## src/rtl/sync_fifo.sv

```systemverilog
// Single-clock show-ahead FIFO with occupancy count, watermark compare and
// sticky overflow/underflow flags. Storage is not reset; pointers and count are.
module sync_fifo #(
  parameter int DATA_SIZE = 32,
  parameter int DEPTH     = 8,
  localparam int CW       = $clog2(DEPTH) + 1
) (
  input  logic                 clock,
  input  logic                 reset,
  input  logic                 flush,
  input  logic                 wr_en,
  input  logic [DATA_SIZE-1:0] wr_data,
  input  logic                 rd_en,
  input  logic [CW-1:0]        watermark_level,
  output logic [DATA_SIZE-1:0] rd_data,
  output logic [CW-1:0]        count,
  output logic                 empty,
  output logic                 full,
  output logic                 less_than_watermark,
  output logic                 greater_than_watermark,
  output logic                 overflow,
  output logic                 underflow
);

  localparam int AW = $clog2(DEPTH);

  logic [DATA_SIZE-1:0] mem [DEPTH];
  logic [AW-1:0]        wr_ptr;
  logic [AW-1:0]        rd_ptr;
  logic [CW-1:0]        count_q;
  logic                 overflow_q;
  logic                 underflow_q;
  logic                 wr_acc;
  logic                 rd_acc;

  // Handshake: wr_en/rd_en are request strobes sampled on the rising edge.
  // A request takes effect only when its *_acc term is high; a write to a full
  // FIFO is allowed when a read frees the slot in the same cycle. Rejected
  // requests leave data and pointers alone and raise the matching sticky flag.
  assign full   = (count_q == CW'(DEPTH));
  assign empty  = (count_q == '0);
  assign wr_acc = wr_en & (~full | rd_en);
  assign rd_acc = rd_en & ~empty;

  assign count                  = count_q;
  assign overflow               = overflow_q;
  assign underflow              = underflow_q;
  assign rd_data                = empty ? '0 : mem[rd_ptr];
  assign greater_than_watermark = (count_q > watermark_level);
  assign less_than_watermark    = (count_q < watermark_level);

  always_ff @(posedge clock) begin
    if (wr_acc && !reset && !flush) begin
      mem[wr_ptr] <= wr_data;
    end
  end

  always_ff @(posedge clock) begin
    if (reset || flush) begin
      wr_ptr      <= '0;
      rd_ptr      <= '0;
      count_q     <= '0;
      overflow_q  <= 1'b0;
      underflow_q <= 1'b0;
    end else begin
      if (wr_acc) begin
        wr_ptr <= wr_ptr + 1'b1;
      end
      if (rd_acc) begin
        rd_ptr <= rd_ptr + 1'b1;
      end
      case ({wr_acc, rd_acc})
        2'b10:   count_q <= count_q + 1'b1;
        2'b01:   count_q <= count_q - 1'b1;
        default: count_q <= count_q;
      endcase
      if (wr_en && full && !rd_en) begin
        overflow_q <= 1'b1;
      end
      if (rd_en && empty) begin
        underflow_q <= 1'b1;
      end
    end
  end

endmodule

```

## config.mk

```make
export PLATFORM = sky130hd
export DESIGN_NAME = sync_fifo
export DESIGN_NICKNAME = d
export VERILOG_FILES = /design/src/rtl/sync_fifo.sv
export SDC_FILE = /design/constraint.sdc
export NUM_CORES = 1
export LEC_CHECK = 0
export ABC_AREA = 0
export BUFFER_PORTS_ARGS = -buffer_cell sky130_fd_sc_hd__buf_4
export CORE_MARGIN = 2
export CORE_UTILIZATION = 50
export CTS_CLUSTER_DIAMETER = 100
export DETAILED_ROUTE_END_ITERATION = 8
export PLACE_DENSITY = 0.68
export SYNTH_ARGS = -nofsm -noshare
export SYNTH_HDL_FRONTEND = slang
export SYNTH_SLANG_ARGS = --single-unit
export TNS_END_PERCENT = 5
```

## constraint.sdc

```tcl
create_clock -name clock -period 9.5 [get_ports clock]
set_clock_uncertainty 0.05 [all_clocks]
set_input_delay 1.9 -clock clock [delete_from_list [all_inputs] [get_ports clock]]
set_output_delay 1.9 -clock clock [all_outputs]
set_load 0.02 [all_outputs]
```

==> flow_summary_export.csv, run 1 <==
group,metric,value,unit
pwr,p_int,1960,uW
pwr,power_frac_comb,4.7,%
synthesis,syn_inst,503,
synthesis,ys_warn_count,0,
clock_tree,cts.path.max_buffers,3,
clock_tree,ctsHoldBuffers,0,
worst_setup_path,end_kind,"output port",
floorplanning,pin_count,83,
worst_setup_path,critPathMaxFanout,2,
sta,fin_tns_setup,0,ps
clock_tree,ctsResizeCount,0,
pwr,switching_share,20.2,%
floorplanning,die_h,149,um
sta,fin_crit_sh,53.1,%
global_route,grt_max_degree,51,
sta,tightest_slew,992,ps
drt,viasPerCell,5.62,
drt,drtPass1Iterations,4,
floorplanning,start_util,50.5,%
cells_and_area,final_common_cell,"edfxtp_1",
sta,rsz0062_at_grt,"no",
cells_and_area,final_layout_size_suffix_gt1_share,34.3,%
pwr,p_switching,496,uW
min_path,min_path_type,"flop to flop",
synthesis,synth_nets,553,
drt,wl,19700,um
cells_and_area,diodes,0,
job,drv_cap,0,
pwr,p_leak,0.00401,uW
global_route,grt_pass1_vias,5323,
sta,maxSlewViolCount,0,
worst_setup_path,worstSetupPathType,"primary input to output port",
global_route,antenna_found_initial,0,
clock_tree,cts_tree,"done",
clock_tree,clk_pin_slew,60,ps
clock_tree,h-tree-depth,1,
synthesis,yosysSeqAreaShare,75.8,%
cells_and_area,multi_input_area,2470,um^2
cells_and_area,mostFrequentLayoutCells,"edfxtp_1, buf_4, mux4_2",
clock_tree,post_cts_buffers,0,
floorplanning,core-area,20900,um^2
pwr,power_density,198,nW/um^2
sta,finalHoldViolCount,0,
clock_tree,clock_latency,520,ps
drt,drc,0,
run_status,status,"completed",
drt,vias,5044,
worst_setup_path,arrival,3090,ps
sta,relSlewSlack,33.9,%
synthesis,synth_seq_cells,271,
placed_design,dp_hpwl,11000,um
synthesis,syn_area_per_cell,21.0,um^2
synthesis,synthDistinctLibCells,35,
clock_tree,cts.sinks,271,
floorplanning,die_area,22300,um^2
global_route,grt_pass1_wl,30300,um
cells_and_area,layout.nets,652,
clock_tree,cts_buffers,27,
sta,period_minus_slack,5040,ps
global_route,grt_remaining_overflow,0,
worst_setup_path,startpoint_type,"primary input",
drt,avgRoutedWirePerCell,21.9,um
cells_and_area,area_growth,17.6,%
sta,finalSetupViolations,0,
floorplanning,die_x,149,um
drt,drtIter0Drc,345,
cells_and_area,seq_area,7990,um^2
placed_design,gp_congestion,0.685,
floorplanning,num_rows,53,
clock_tree,clockRootBuffer,"clkbuf_16",
cells_and_area,utilization,59.3,%
synthesis,synth_area,10500,um^2
pwr,power_frac_seq,53.6,%
placed_design,portBuffers,82,
worst_setup_path,cp_data_required_time,7550,ps
cells_and_area,fillers,1512,
pwr,ir_drop,159,uV
pwr,power_frac_clock,41.7,%
global_route,grtUsageTotal,18.2,%
sta,fmax,0.198,GHz
drt,ant_nets,0,
## path summary, 6_finish.rpt
kind / slack (ps) / from / cells past startpoint / to
worst min register to register: 430 / overflow / 2 / overflow
worst max-delay path: 4460 / watermark_level[1] / 8 / greater_than_watermark
worst min-delay path: 430 / overflow / 2 / overflow
worst max register to register: 6460 / count[1] / 4 / mem[4][6]
## synthesized netlist by cell type
cell / instances / share of area, %
buf_4: 6 / 0.43
nor2b_1: 3 / 0.18
nor4bb_1: 1 / 0.095
inv_1: 5 / 0.18
mux4_2: 64 / 14
buf_6: 1 / 0.11
nor3_1: 2 / 0.095
buf_2: 2 / 0.095
o2111ai_1: 1 / 0.083
dfxtp_1: 15 / 2.8
or3_1: 1 / 0.059
nand2b_1: 2 / 0.12
nand2_1: 3 / 0.11
nand3b_1: 1 / 0.071
a211o_1: 1 / 0.083
a21oi_1: 4 / 0.19
or4b_4: 1 / 0.13
clkbuf_1: 7 / 0.25
or3_4: 1 / 0.11
xnor2_1: 1 / 0.083
o211ai_1: 1 / 0.071
nor4_4: 1 / 0.20
o21a_1: 3 / 0.21
or2_2: 1 / 0.059
o21ai_4: 1 / 0.15
nor4b_1: 1 / 0.083
edfxtp_1: 256 / 73
nand4_1: 2 / 0.12
nor2_1: 52 / 1.9
buf_1: 8 / 0.28
nand3_1: 2 / 0.095
mux2i_1: 34 / 3.2
xor2_1: 6 / 0.50
o21ai_0: 4 / 0.19
ha_1: 9 / 1.1
## metrics by stage
step	std cells	area, um^2	power [uW]	hold WS (ps)	setup slack, ps
6_report	898	12400	2460	428	4460
3_5_place_dp	848	11500	1460	415	4470
4_1_cts	898	12400	2480	429	4400
3_3_place_gp	848	11500	1460	400	4490
2_1_floorplan	503	10500	1400	435	4220
5_1_grt	898	12400	2540	469	4240
## critical path, stage by stage
cell,delay [ps]
buf_4,80
inv_1,30
ha_1,290
nor2b_1,140
o21a_1,170
o21a_1,180
o21a_1,160
buf_4,150
## power by group through the flow
stage / sequential (uW) / combinational [uW] / clock [uW]
after floorplan: 1340 / 60.4 / 0
final: 1320 / 115 / 1030
after CTS: 1320 / 117 / 1040
after detailed placement: 1340 / 117 / 0
after global placement: 1340 / 113 / 0
after global routing: 1320 / 125 / 1090
## registers in the layout (all words and copies together), names as in the netlist, named ones only
name,cells
underflow,1
wr_ptr,3
rd_ptr,3
count,4
mem,256
overflow,1
## routing by layer
| layer | share of wire [%] | vias to the layer above | global-route usage, % |
|---|---|---|---|
| li1 | - | 2246 | - |
| met1 | 42 | 2616 | 24.6 |
| met2 | 50 | 158 | 31.5 |
| met3 | 6.7 | 24 | 3.61 |
| met4 | 1.4 | 0 | 3.52 |
| met5 | 0 | - | 0 |
## area by class of cell
class | count | area share, %
multi-input cells | 203 | 19.9
inverters | 5 | 0.151
clock buffers | 28 | 5.48
repair buffers | 94 | 5.69
clock inverters | 22 | 1.48
flip-flops and latches | 271 | 64.5
well taps | 275 | 2.78
## kinds of logic (layout without fill, tap and decap cells)
| family | after synthesis | in the layout | share of synthesized area [%] |
|---|---|---|---|
| flops | 271 | 271 | 75.8 |
| mux | 98 | 98 | 16.9 |
| simple gates | 74 | 74 | 3.37 |
| buf+inv | 29 | 149 | 1.34 |
| compound gates | 15 | 15 | 0.985 |
| fa+ha+maj | 9 | 9 | 1.07 |
| xor+xnor | 7 | 7 | 0.581 |
No activity file was read; power rests on OpenSTA's default activity.
==> inputs of run 2 (changes only) <==
- clock period: 9.5 -> 5.1 ns (I/O delays scaled with it)
==> flow_summary_export.csv, run 2 (synthesized netlist as in run 1, its figures left out) <==
group,metric,value,unit
cells_and_area,diodes,0,
pwr,power_frac_comb,4.8,%
worst_setup_path,critPathMaxFanout,28,
sta,fin_crit_sh,72.8,%
worst_setup_path,slowest_stage,"dfxtp_2",
sta,hold_slack,432,ps
worst_setup_path,crit_chain,"buf_4, mux4_2, mux2i_1, nor2_1, buf_4",
pwr,p_leak,0.00395,uW
clock_tree,clockRootBuffer,"clkbuf_16",
drt,vias,4914,
worst_setup_path,slowest_delay,800,ps
cells_and_area,fillers,1530,
cells_and_area,layout.nets,648,
placed_design,dp_hpwl,10700,um
cells_and_area,area_growth,16.9,%
worst_setup_path,cp_num_buf_inv,2,
worst_setup_path,startpoint_type,"flop",
drt,wl,18600,um
min_path,min_path_type,"flop to flop",
placed_design,place_area,11500,um^2
cells_and_area,mostFrequentLayoutCells,"edfxtp_1, buf_4, mux4_2",
cells_and_area,utilization,59.0,%
floorplanning,start_util,50.5,%
pwr,p_switching,886,uW
floorplanning,core-area,20900,um^2
floorplanning,die_h,149,um
worst_setup_path,worstSetupPathType,"flop to output port",
sta,rsz0062_at_grt,"no",
sta,period_minus_slack,3710,ps
clock_tree,clk_pin_slew,60,ps
floorplanning,die_area,22300,um^2
clock_tree,ctsHoldBuffers,0,
worst_setup_path,cp_data_required_time,4030,ps
clock_tree,cts_tree,"done",
sta,fmax,0.269,GHz
cells_and_area,top_register,"mem",
clock_tree,cts.sinks,271,
pwr,p_int,3610,uW
drt,drtIter0Drc,291,
sta,relSlewSlack,21.2,%
cells_and_area,final_common_cell,"edfxtp_1",
worst_setup_path,arrival,2640,ps
clock_tree,cts.path.max_buffers,3,
global_route,grt_max_degree,65,
sta,tightest_slew,1180,ps
pwr,power_frac_clock,40.6,%
clock_tree,ctsResizeCount,0,
worst_setup_path,critPathMostFrequentCell,"buf_4",
pwr,switching_share,19.7,%
global_route,antenna_found_initial,0,
pwr,power_density,365,nW/um^2
sta,fin_tns_setup,0,ps
job,drv_cap,0,
clock_tree,h-tree-depth,1,
placed_design,gp_congestion,0.720,
floorplanning,die_x,149,um
floorplanning,pin_count,83,
drt,avgRoutedWirePerCell,20.9,um
pwr,power_frac_seq,54.5,%
worst_setup_path,end_kind,"output port",
cells_and_area,final_layout_size_suffix_gt1_share,33.1,%
cells_and_area,largest_register_ffs,256,
sta,maxSlewViolCount,0,
clock_tree,cts_buffers,27,
pwr,ir_drop,283,uV
sta,fin_ws,1390,ps
drt,ant_nets,0,
global_route,grtUsageTotal,17.6,%
placed_design,dp_slack,1770,ps
run_status,status,"completed",
clock_tree,post_cts_buffers,0,
drt,drtPass1Iterations,4,
global_route,grt_remaining_overflow,0,
placed_design,portBuffers,82,
global_route,grt_pass1_wl,29500,um
clock_tree,clock_latency,510,ps
cells_and_area,final_area,12300,um^2
sta,finalSetupViolations,0,
worst_setup_path,critical_path.top_delay_family,"flip-flops",
floorplanning,num_rows,53,
sta,finalHoldViolCount,0,
drt,drc,0,
drt,viasPerCell,5.52,
global_route,grt_pass1_vias,5248,
## run 2: changes by cell type in the layout (fill, tap and decap cells not counted)
cell / change
buf_4: -5
clkinvlp_2: -1
inv_6: -1
inv_8: -1
clkinv_2: -3
clkbuf_1: +9
clkinv_1: -6
buf_12: +1
bufinv_16: -1
clkinvlp_4: +1
## run 2: worst paths after layout
| check | depth (start not counted) | startpoint | to | slack [ps] |
|---|---|---|---|---|
| setup reg to reg | 10 | count[0] | count[2] | 2280 |
| setup / recovery | 5 | flop | rd_data[1] | 1390 |
| hold reg to reg | 2 | overflow | overflow | 430 |
| hold / removal | 2 | overflow | overflow | 430 |
## run 2: worst reg2reg max path, stage by stage (launching register included)
cell and delay (ps):
dfxtp_1 410, nor4_4 270, buf_4 430, nor2b_1 210, ha_1 300, xor2_1 170, ha_1 190, a21oi_1 150
xor2_1 100, or3_1 320, a21oi_1 140
## run 2: power by group through the flow
stage               registers (uW)  clock network [uW]  logic [uW]
finish                        2450                1830         216
global route                  2450                1960         237
CTS                           2450                1870         221
detailed placement            2500                   0         221
global placement              2500                   0         214
floorplan                     2500                   0         113
## run 2: cell type report
class	count	area [um^2]	share of cell area (%)
Clock inverter	10	98.8	0.802
Multi-Input combinational cell	203	2470	20.0
Inverter	5	18.8	0.152
Clock buffer	37	713	5.79
Timing Repair Buffer	90	688	5.58
Sequential cell	271	7990	64.8
Tap cell	275	344	2.79
## run 2: per-layer routing
metal  routed length (um)  GRT usage (%)  vias to the layer above  share of wire [%]
met1                 8370           24.7                     2532                 45
li1                     -              -                     2234                  -
met5                    0              0                        -                  0
met2                 9040           29.2                      116                 49
met4                  403           4.48                        0                2.2
met3                  772           2.75                       32                4.2
## run 2: per-stage QoR
step                      power [uW]  instances
final                           4500        891
after global routing            4650        891
after global placement          2710        844
after floorplan                 2610        503
after CTS                       4540        891
after detailed placement        2720        844
==> inputs of run 3 (changes only) <==
- PLACE_DENSITY: 0.68 -> 0.71
- clock period: 5.1 -> 3.2 ns (I/O delays scaled with it)
==> flow_summary_export.csv, run 3 (synthesized netlist as in run 1, its figures left out) <==
group,metric,value,unit
floorplanning,die_x,149,um
drt,drtIter0Drc,366,
cells_and_area,layoutNonFillerInstCount,916,
worst_setup_path,cp_data_required_time,2510,ps
run_status,status,"completed",
floorplanning,num_rows,53,
pwr,ir_drop,531,uV
floorplanning,start_util,50.5,%
global_route,grt_pass1_wl,31400,um
floorplanning,die_area,22300,um^2
worst_setup_path,worstSetupPathType,"flop to output port",
cells_and_area,area_growth,19.6,%
clock_tree,cts_tree,"done",
sta,period_minus_slack,3010,ps
sta,hold_slack,309,ps
global_route,grtUsageTotal,18.9,%
pwr,power_density,571,nW/um^2
placed_design,dp.cells,859,
pwr,p_leak,0.00410,uW
clock_tree,h-tree-depth,1,
clock_tree,clockRootBuffer,"clkbuf_16",
cells_and_area,final_common_cell,"edfxtp_1",
drt,wl,20500,um
drt,vias,5107,
floorplanning,die_h,149,um
drt,drc,0,
sta,tightest_slew,900,ps
floorplanning,core-area,20900,um^2
clock_tree,clk_pin_slew,60,ps
cells_and_area,mostFrequentLayoutCells,"edfxtp_1, buf_4, mux4_2",
job,drv_cap,0,
sta,maxSlewViolCount,0,
global_route,grt_pass1_vias,5312,
placed_design,gp_congestion,0.727,
sta,finalSetupViolations,0,
clock_tree,cts.path.max_buffers,3,
cells_and_area,diodes,0,
drt,viasPerCell,5.58,
cells_and_area,largest_register_ffs,256,
placed_design,portBuffers,82,
global_route,grt_remaining_overflow,0,
sta,fmax,0.333,GHz
sta,fin_crit_sh,94.0,%
drt,ant_nets,0,
clock_tree,ctsResizeCount,0,
floorplanning,pin_count,83,
sta,rsz0062_at_grt,"no",
min_path,min_path_type,"primary input to flop",
cells_and_area,final_layout_size_suffix_gt1_share,36.2,%
clock_tree,clock_latency,510,ps
worst_setup_path,startpoint_type,"flop",
global_route,antenna_found_initial,0,
worst_setup_path,end_kind,"output port",
worst_setup_path,critPathMaxFanout,32,
drt,drtPass1Iterations,5,
cells_and_area,top_register,"mem",
global_route,grt_max_degree,36,
clock_tree,cts_buffers,26,
worst_setup_path,arrival,2320,ps
sta,relSlewSlack,39.9,%
clock_tree,cts.sinks,271,
placed_design,dp_hpwl,12200,um
drt,avgRoutedWirePerCell,22.4,um
cells_and_area,layout.nets,671,
sta,finalHoldViolCount,0,
[run 3: layout make-up]
cell class                      count  area (um^2)
Timing Repair Buffer              114          943
Inverter                            5         18.8
Multi-Input combinational cell    203         2480
Fill cell                        1499         8280
Clock buffer                       29          683
Sequential cell                   271         8000
Clock inverter                     19          146
Tap cell                          275          344
[run 3: worst paths after layout]
path / startpoint / end / slack [ps] / depth (start not counted)
hold reg to reg: overflow / overflow / 440 / 2
hold / removal: wr_data[0] / mem[6][0] / 310 / 1
setup / recovery: flop / rd_data[23] / 190 / 5
setup reg to reg: count[3] / count[2] / 500 / 9
[run 3: report_power, final]
part           internal [uW]  switching (uW)
sequential              3900            14.1
combinational            158             206
clock                   1700            1240
total                   5750            1460
[run 3: what timing repair did]
action | 4_1_cts | 5_1_grt
hold buffers | 0 | 0
hold endpoints to repair | 0 | 0
endpoints found under the setup margin | 0 | 2
buffers inserted | 0 | 9
[run 3: metrics by stage]
step | util (%) | setup WS [ps] | total power (uW) | TNS, ps | area, um^2
finish | 60.4 | 193 | 7210 | 0 | 12600
global route | 60.4 | 62.8 | 7440 | 0 | 12600
CTS | 60.0 | 60.5 | 7260 | 0 | 12500
detailed placement | 56.1 | 517 | 4350 | 0 | 11700
global placement | 56.1 | 585 | 4340 | 0 | 11700
floorplan | - | -576 | 4170 | -18430 | 10500
[run 3: layer usage]
layer	part of all wire [%]	global-route usage (%)
met3	5.6	3.46
met1	43	26.9
met4	1.2	3.67
met2	50	31.3
met5	0	0
[run 3: worst max-delay path, cell delays in order, from the launching register on]
cell and delay, ps:
dfxtp_4 670, buf_4 340, mux4_2 340, mux2i_1 180
nor2_1 70, buf_4 180
